[src/rtl/scan_cfg_loader.sv]
// scan_cfg_loader: serialises host config words onto the tile scan chain.
// Define SCAN_CFG_VERIFY_EN for a CRC-checked recirculating read-back pass.
module scan_cfg_loader #(
  parameter int CHAIN_LENGTH = 12,
  parameter int WORD_WIDTH   = 8
) (
  input  logic                  clk,
  input  logic                  rst,
  input  logic                  start,
  input  logic [WORD_WIDTH-1:0] cfg_data,
  input  logic                  cfg_valid,
  output logic                  cfg_ready,
  output logic                  fab_scan_in,
  output logic                  fab_scan_en,
  input  logic                  fab_scan_out,
  output logic                  busy,
  output logic                  done,
  output logic                  error
);

  localparam int CW = $clog2(CHAIN_LENGTH + 1);
  localparam int BW = $clog2(WORD_WIDTH + 1);

`ifdef SCAN_CFG_VERIFY_EN
  typedef enum logic [2:0] {
    IDLE, LOAD, SHIFT, VERIFY, DONE
  } state_t;
`else
  typedef enum logic [1:0] {
    IDLE, LOAD, SHIFT, DONE
  } state_t;
`endif

  state_t                state;
  logic [CW-1:0]         sent;
  logic [BW-1:0]         left;
  logic [WORD_WIDTH-1:0] word;
  logic                  scan_in_q;

  logic [CW-1:0]         remain;
  logic [BW-1:0]         k;
  logic [CW-1:0]         sent_inc;
  logic [WORD_WIDTH-1:0] word_nxt;
  logic                  last_bit;

  assign remain   = CW'(CHAIN_LENGTH) - sent;
  assign k        = (int'(remain) >= WORD_WIDTH) ?
                    BW'(WORD_WIDTH) : BW'(remain);
  assign sent_inc = sent + CW'(1);
  assign word_nxt = word >> 1;
  assign last_bit = (left == BW'(1));

`ifdef SCAN_CFG_VERIFY_EN
  logic [15:0]   crc_tx;
  logic [15:0]   crc_rx;
  logic [15:0]   crc_rx_nxt;
  logic [CW-1:0] vcnt;
  logic          error_q;

  function automatic logic [15:0] crc_step(
    input logic [15:0] c,
    input logic        b
  );
    crc_step = {c[14:0], 1'b0} ^
               ((c[15] ^ b) ? 16'h1021 : 16'h0000);
  endfunction

  assign crc_rx_nxt = crc_step(crc_rx, fab_scan_out);
  // read-back recirculates the chain so its contents survive
  assign fab_scan_in = (state == VERIFY) ?
                       fab_scan_out : scan_in_q;
  assign error = error_q;
`else
  wire unused_scan_out = fab_scan_out;
  assign fab_scan_in = scan_in_q;
  assign error = 1'b0;
`endif

  always_ff @(posedge clk) begin
    if (rst) begin
      state       <= IDLE;
      sent        <= '0;
      left        <= '0;
      word        <= '0;
      scan_in_q   <= 1'b0;
      cfg_ready   <= 1'b0;
      fab_scan_en <= 1'b0;
      busy        <= 1'b0;
      done        <= 1'b0;
`ifdef SCAN_CFG_VERIFY_EN
      crc_tx      <= 16'hFFFF;
      crc_rx      <= 16'hFFFF;
      vcnt        <= '0;
      error_q     <= 1'b0;
`endif
    end else begin
      unique case (state)
        IDLE, DONE: begin
          if (start) begin
            state     <= LOAD;
            sent      <= '0;
            cfg_ready <= 1'b1;
            busy      <= 1'b1;
            done      <= 1'b0;
`ifdef SCAN_CFG_VERIFY_EN
            crc_tx    <= 16'hFFFF;
            crc_rx    <= 16'hFFFF;
            error_q   <= 1'b0;
`endif
          end
        end
        LOAD: begin
          if (cfg_valid && cfg_ready) begin
            word        <= cfg_data;
            left        <= k;
            scan_in_q   <= cfg_data[0];
            fab_scan_en <= 1'b1;
            cfg_ready   <= 1'b0;
            state       <= SHIFT;
          end
        end
        SHIFT: begin
          sent      <= sent_inc;
          left      <= left - BW'(1);
          word      <= word_nxt;
          scan_in_q <= word_nxt[0];
`ifdef SCAN_CFG_VERIFY_EN
          crc_tx    <= crc_step(crc_tx, scan_in_q);
`endif
          if (last_bit) begin
            scan_in_q <= 1'b0;
            if (sent_inc == CW'(CHAIN_LENGTH)) begin
`ifdef SCAN_CFG_VERIFY_EN
              state       <= VERIFY;
              vcnt        <= '0;
`else
              state       <= DONE;
              fab_scan_en <= 1'b0;
              busy        <= 1'b0;
              done        <= 1'b1;
`endif
            end else begin
              state       <= LOAD;
              fab_scan_en <= 1'b0;
              cfg_ready   <= 1'b1;
            end
          end
        end
`ifdef SCAN_CFG_VERIFY_EN
        VERIFY: begin
          crc_rx <= crc_rx_nxt;
          vcnt   <= vcnt + CW'(1);
          if (vcnt == CW'(CHAIN_LENGTH - 1)) begin
            state       <= DONE;
            fab_scan_en <= 1'b0;
            busy        <= 1'b0;
            done        <= 1'b1;
            error_q     <= (crc_rx_nxt != crc_tx);
          end
        end
`endif
        default: state <= IDLE;
      endcase
    end
  end

endmodule

[config.mk]
export PLATFORM = sky130hd
export DESIGN_NAME = scan_cfg_loader
export DESIGN_NICKNAME = d
export VERILOG_FILES = /design/src/rtl/scan_cfg_loader.sv
export SDC_FILE = /design/constraint.sdc
export NUM_CORES = 1
export LEC_CHECK = 0
export CORE_MARGIN = 4
export CORE_UTILIZATION = 47
export CTS_CLUSTER_DIAMETER = 40
export DETAILED_ROUTE_END_ITERATION = 12
export PLACE_DENSITY_LB_ADDON = 0.05
export SETUP_SLACK_MARGIN = 0.2
export SYNTH_ARGS = -nofsm -noshare
export SYNTH_HDL_FRONTEND = slang
export SYNTH_SLANG_ARGS = --single-unit
[constraint.sdc]
create_clock -name clk -period 1.7 [get_ports clk]
set_input_delay 0.34 -clock clk [delete_from_list [all_inputs] [get_ports clk]]
set_output_delay 0.34 -clock clk [all_outputs]
set_load 0.01 [all_outputs]
==> out/metrics.csv <==
stage,metric,value,unit
drt,ratio of routed vias to standard cells,5.68,
die,area of the core,0.00250,mm^2
synth,Netlist cell types,42,
die,floorplan die area,0.00351,mm^2
synth,most instantiated library cell after synthesis,sky130_fd_sc_hd__dfxtp_1,
global_route,largest net degree at the start of global routing,24,
synth,part of the Yosys area used for sequential elements,35.6,%
drt,DRC violation count after routing,0,
setup_path,CP Launch Type,flip-flop,
die,starting density of the core,49.4,%
setup_path,CP Class,reg -> reg,
timing,largest clock skew in the final design,11.3,ps
drt,Top Layer Used,met4,
setup_path,category of the worst setup path capture point,flip-flop,
pwr,Leakage,0.725,nW
drt,met2 wire length,1670,um
timing,final number of max-transition violations,0,
clock_tree,TritonCTS clock tree,built,
setup_path,required time at the worst-slack endpoint,1920,ps
min_path,worst min path class,reg -> reg,
timing,portion of the clock cycle consumed by the worst path in the final layout,101,%
clock_tree,number of buffers created by CTS,3,
timing,post-route minimum period,1720,ps
synth,number of synthesis warnings,0,
clock_tree,hold-fix buffers at CTS,0,
setup_path,length in cells of the worst reg-to-reg path,6,
clock_tree,CTS clock-pin slew for the worst setup and hold paths,130,ps
outcome,status,"finished, violations left",
clock_tree,Clock Tree Buf Depth,2,
pwr,worst IR drop on VDD,1070,uV
clock_tree,number of H-tree levels,1,
die,number of ports placed on the die boundary,19,
die,placement row count,18,
place,Place WS,-188,ps
die,Vert. Die Dim,59.3,um
timing,achievable clock frequency,0.583,GHz
synth,top-area cell type share of the netlist area,35.6,%
timing,final-layout worst hold slack,482,ps
pwr,total power per unit cell area,1190,mW/mm^2
clock_tree,clock root buffer,sky130_fd_sc_hd__clkbuf_4,
global_route,number of global-route vias before repair,1129,
die,Die Span X,59.3,um
timing,setup repair after global routing missed its margin,yes,
synth,net count after synthesis,178,
setup_path,CP max FO,3,
synth,mean instance size in the synthesized netlist,7.87,um^2
synth,async set-reset flop share out of synthesis,0,%
setup_path,timing startpoint of the critical path,left[1],
drt,first-pass detailed-route iteration total,4,
setup_path,"Data arrival, critical path",1940,ps
outcome,violations in the final reports,negative setup slack,
synth,Seq cells post-synth,22,
layout,area of the multi-input gates,917,um^2
synth,count of flip-flops with a built-in enable after synthesis,0,
place,routability-driven placement congestion ratio,0.801,
drt,metal1 wirelength,1450,um
setup_path,Reg2Reg Setup Slack,-20,ps
timing,setup_tns,-15.4,ps
layout,area added between synthesis and finish,51.9,%
layout,number of diodes,0,
synth,biggest area consumer among synthesized cells,sky130_fd_sc_hd__dfxtp_1,
layout,Sequential cell area,450,um^2
job,number of maximum-capacitance constraint violations,0,
drt,Iteration-0 DRC Markers,47,
synth,Gate Count Post-Synth,157,
place,DP Wirelength,2170,um
global_route,initial antenna violation count,0,
drt,wire length per cell,14.6,um
place,Post-Place Cells,211,
layout,filler instances,198,
drt,post-detailed-routing wire length,3260,um
setup_path,capture point of the critical path,cfg_ready,
layout,number of nets in the finished design,216,
clock_tree,Sink Count,22,
setup_path,reg-to-reg critical path endpoint,cfg_ready,
synth,post-synthesis cell area,0.00124,mm^2
timing,endpoints failing hold,0,
setup_path,startpoint of the worst-slack reg-to-reg timing path,left[1],
global_route,total track usage,17.8,%
drt,WL met3,127,um
place,port buffer count,16,
global_route,gr ovfl total,0,
layout,share of cells above drive strength 1,37.6,%
synth,leading cell types by total area after synthesis,"sky130_fd_sc_hd__dfxtp_1 (36%), sky130_fd_sc_hd__ha_1 (8.1%), sky130_fd_sc_hd__nor2_1 (6.4%)",
clock_tree,source-to-sink clock delay at the later pin of the worst-skew pair,310,ps
drt,count of vias placed by the detailed router,1273,
drt,ANT nets after route,0,
synth,most frequently used flop master after synthesis,sky130_fd_sc_hd__dfxtp_1,
synth,commonest cells in the synthesized netlist,"sky130_fd_sc_hd__dfxtp_1 (22), sky130_fd_sc_hd__nor2_1 (21), sky130_fd_sc_hd__nand2_1 (14), sky130_fd_sc_hd__a21oi_1 (11)",
timing,post-route worst setup slack,-15.4,ps
global_route,global-route wire length before repair,4890,um
layout,"count of placed standard cells in the final layout, fillers left out",224,
timing,number of setup violations in the final report,1,
==> report_power, final <==
part / switching [mW] / internal (mW) / total [mW]
Sequential: 0.0910 / 0.621 / 0.712
Combinational: 0.578 / 0.648 / 1.23
Clock: 0.163 / 0.131 / 0.294
Total: 0.832 / 1.40 / 2.23
==> metrics by stage <==
step,power [mW],utilization (%),instance area (um^2)
floorplan,1.24,-,1280
global route,2.37,75.1,1880
detailed placement,1.55,62.7,1570
global placement,1.52,62.7,1570
CTS,1.96,67.4,1680
finish,2.23,75.1,1880
==> registers in the layout (all words and copies together), names as in the netlist <==
name         count
busy             1
done             1
word             7
cfg_ready        1
left             4
state            2
sent             4
fab_scan_in      1
fab_scan_en      1
==> critical path, cell delays in order (launching register included) <==
cell                       delay [ps]
sky130_fd_sc_hd__dfxtp_2          350
sky130_fd_sc_hd__inv_2             70
sky130_fd_sc_hd__ha_4             120
sky130_fd_sc_hd__or3b_4           400
sky130_fd_sc_hd__a221oi_4         260
sky130_fd_sc_hd__a21bo_1          250
sky130_fd_sc_hd__a211oi_2         180
==> per-layer routing <==
layer / GRT usage [%] / vias up
met4: 6.80 / 0
met2: 30.7 / 28
met5: 0 / -
met3: 2.83 / 2
met1: 21.9 / 608
li1: - / 635
==> worst min-delay path by stage <==
stage               startpoint      end  slack (ps)  depth (start not counted)
finish                 word[7]  word[7]         480                          2
global route           word[6]  word[6]         510                          2
CTS                    word[6]  word[5]         480                          2
detailed placement     word[7]  word[7]         460                          2
global placement       word[7]  word[7]         440                          2
floorplan                  rst  left[3]         420                          1
==> repair_timing <==
| item | in CTS | in global routing |
|---|---|---|
| endpoints found under the hold margin | 0 | 0 |
| gates cloned | 0 | 1 |
| pin swaps | 3 | 14 |
| gates resized for setup | 20 | 36 |
| buffers inserted | 3 | 5 |
| setup endpoints to repair | 26 | 20 |
==> kinds of logic (layout without fill, tap and decap cells) <==
group	after synthesis	in the layout	share of synthesized area [%]
adders and majority gates	8	8	8.10
other	1	1	0.303
DFF	22	22	35.6
xor gates and xnor gates	2	2	1.42
buffers and inverters	18	54	6.07
AOI/OAI and AO/OA	41	42	23.3
and+or+nand+nor	65	65	25.2
==> cells in the final DEF (no fill, tap or decap), types with 5 or more instances in the layout <==
| cell type | Yosys | layout |
|---|---|---|
| sky130_fd_sc_hd__inv_1 | 7 | 5 |
| sky130_fd_sc_hd__nand2_1 | 14 | 12 |
| sky130_fd_sc_hd__nor3_1 | 6 | 6 |
| sky130_fd_sc_hd__clkdlybuf4s50_1 | 0 | 12 |
| sky130_fd_sc_hd__dfxtp_1 | 22 | 16 |
| sky130_fd_sc_hd__buf_6 | 0 | 7 |
| sky130_fd_sc_hd__buf_4 | 1 | 17 |
| sky130_fd_sc_hd__nand3_1 | 8 | 6 |
| sky130_fd_sc_hd__a21oi_1 | 11 | 9 |
| sky130_fd_sc_hd__ha_1 | 8 | 5 |
| sky130_fd_sc_hd__nor2_1 | 21 | 16 |
| sky130_fd_sc_hd__dfxtp_2 | 0 | 5 |
==> cell type report <==
type | instances | share of cell area [%]
Tap cell | 30 | 2.00
Clock buffer | 4 | 1.93
Multi-Input combinational cell | 118 | 48.8
Inverter | 8 | 1.87
Sequential cell | 22 | 24.0
Timing Repair Buffer | 42 | 21.4
(Power assumes the default switching activity.)
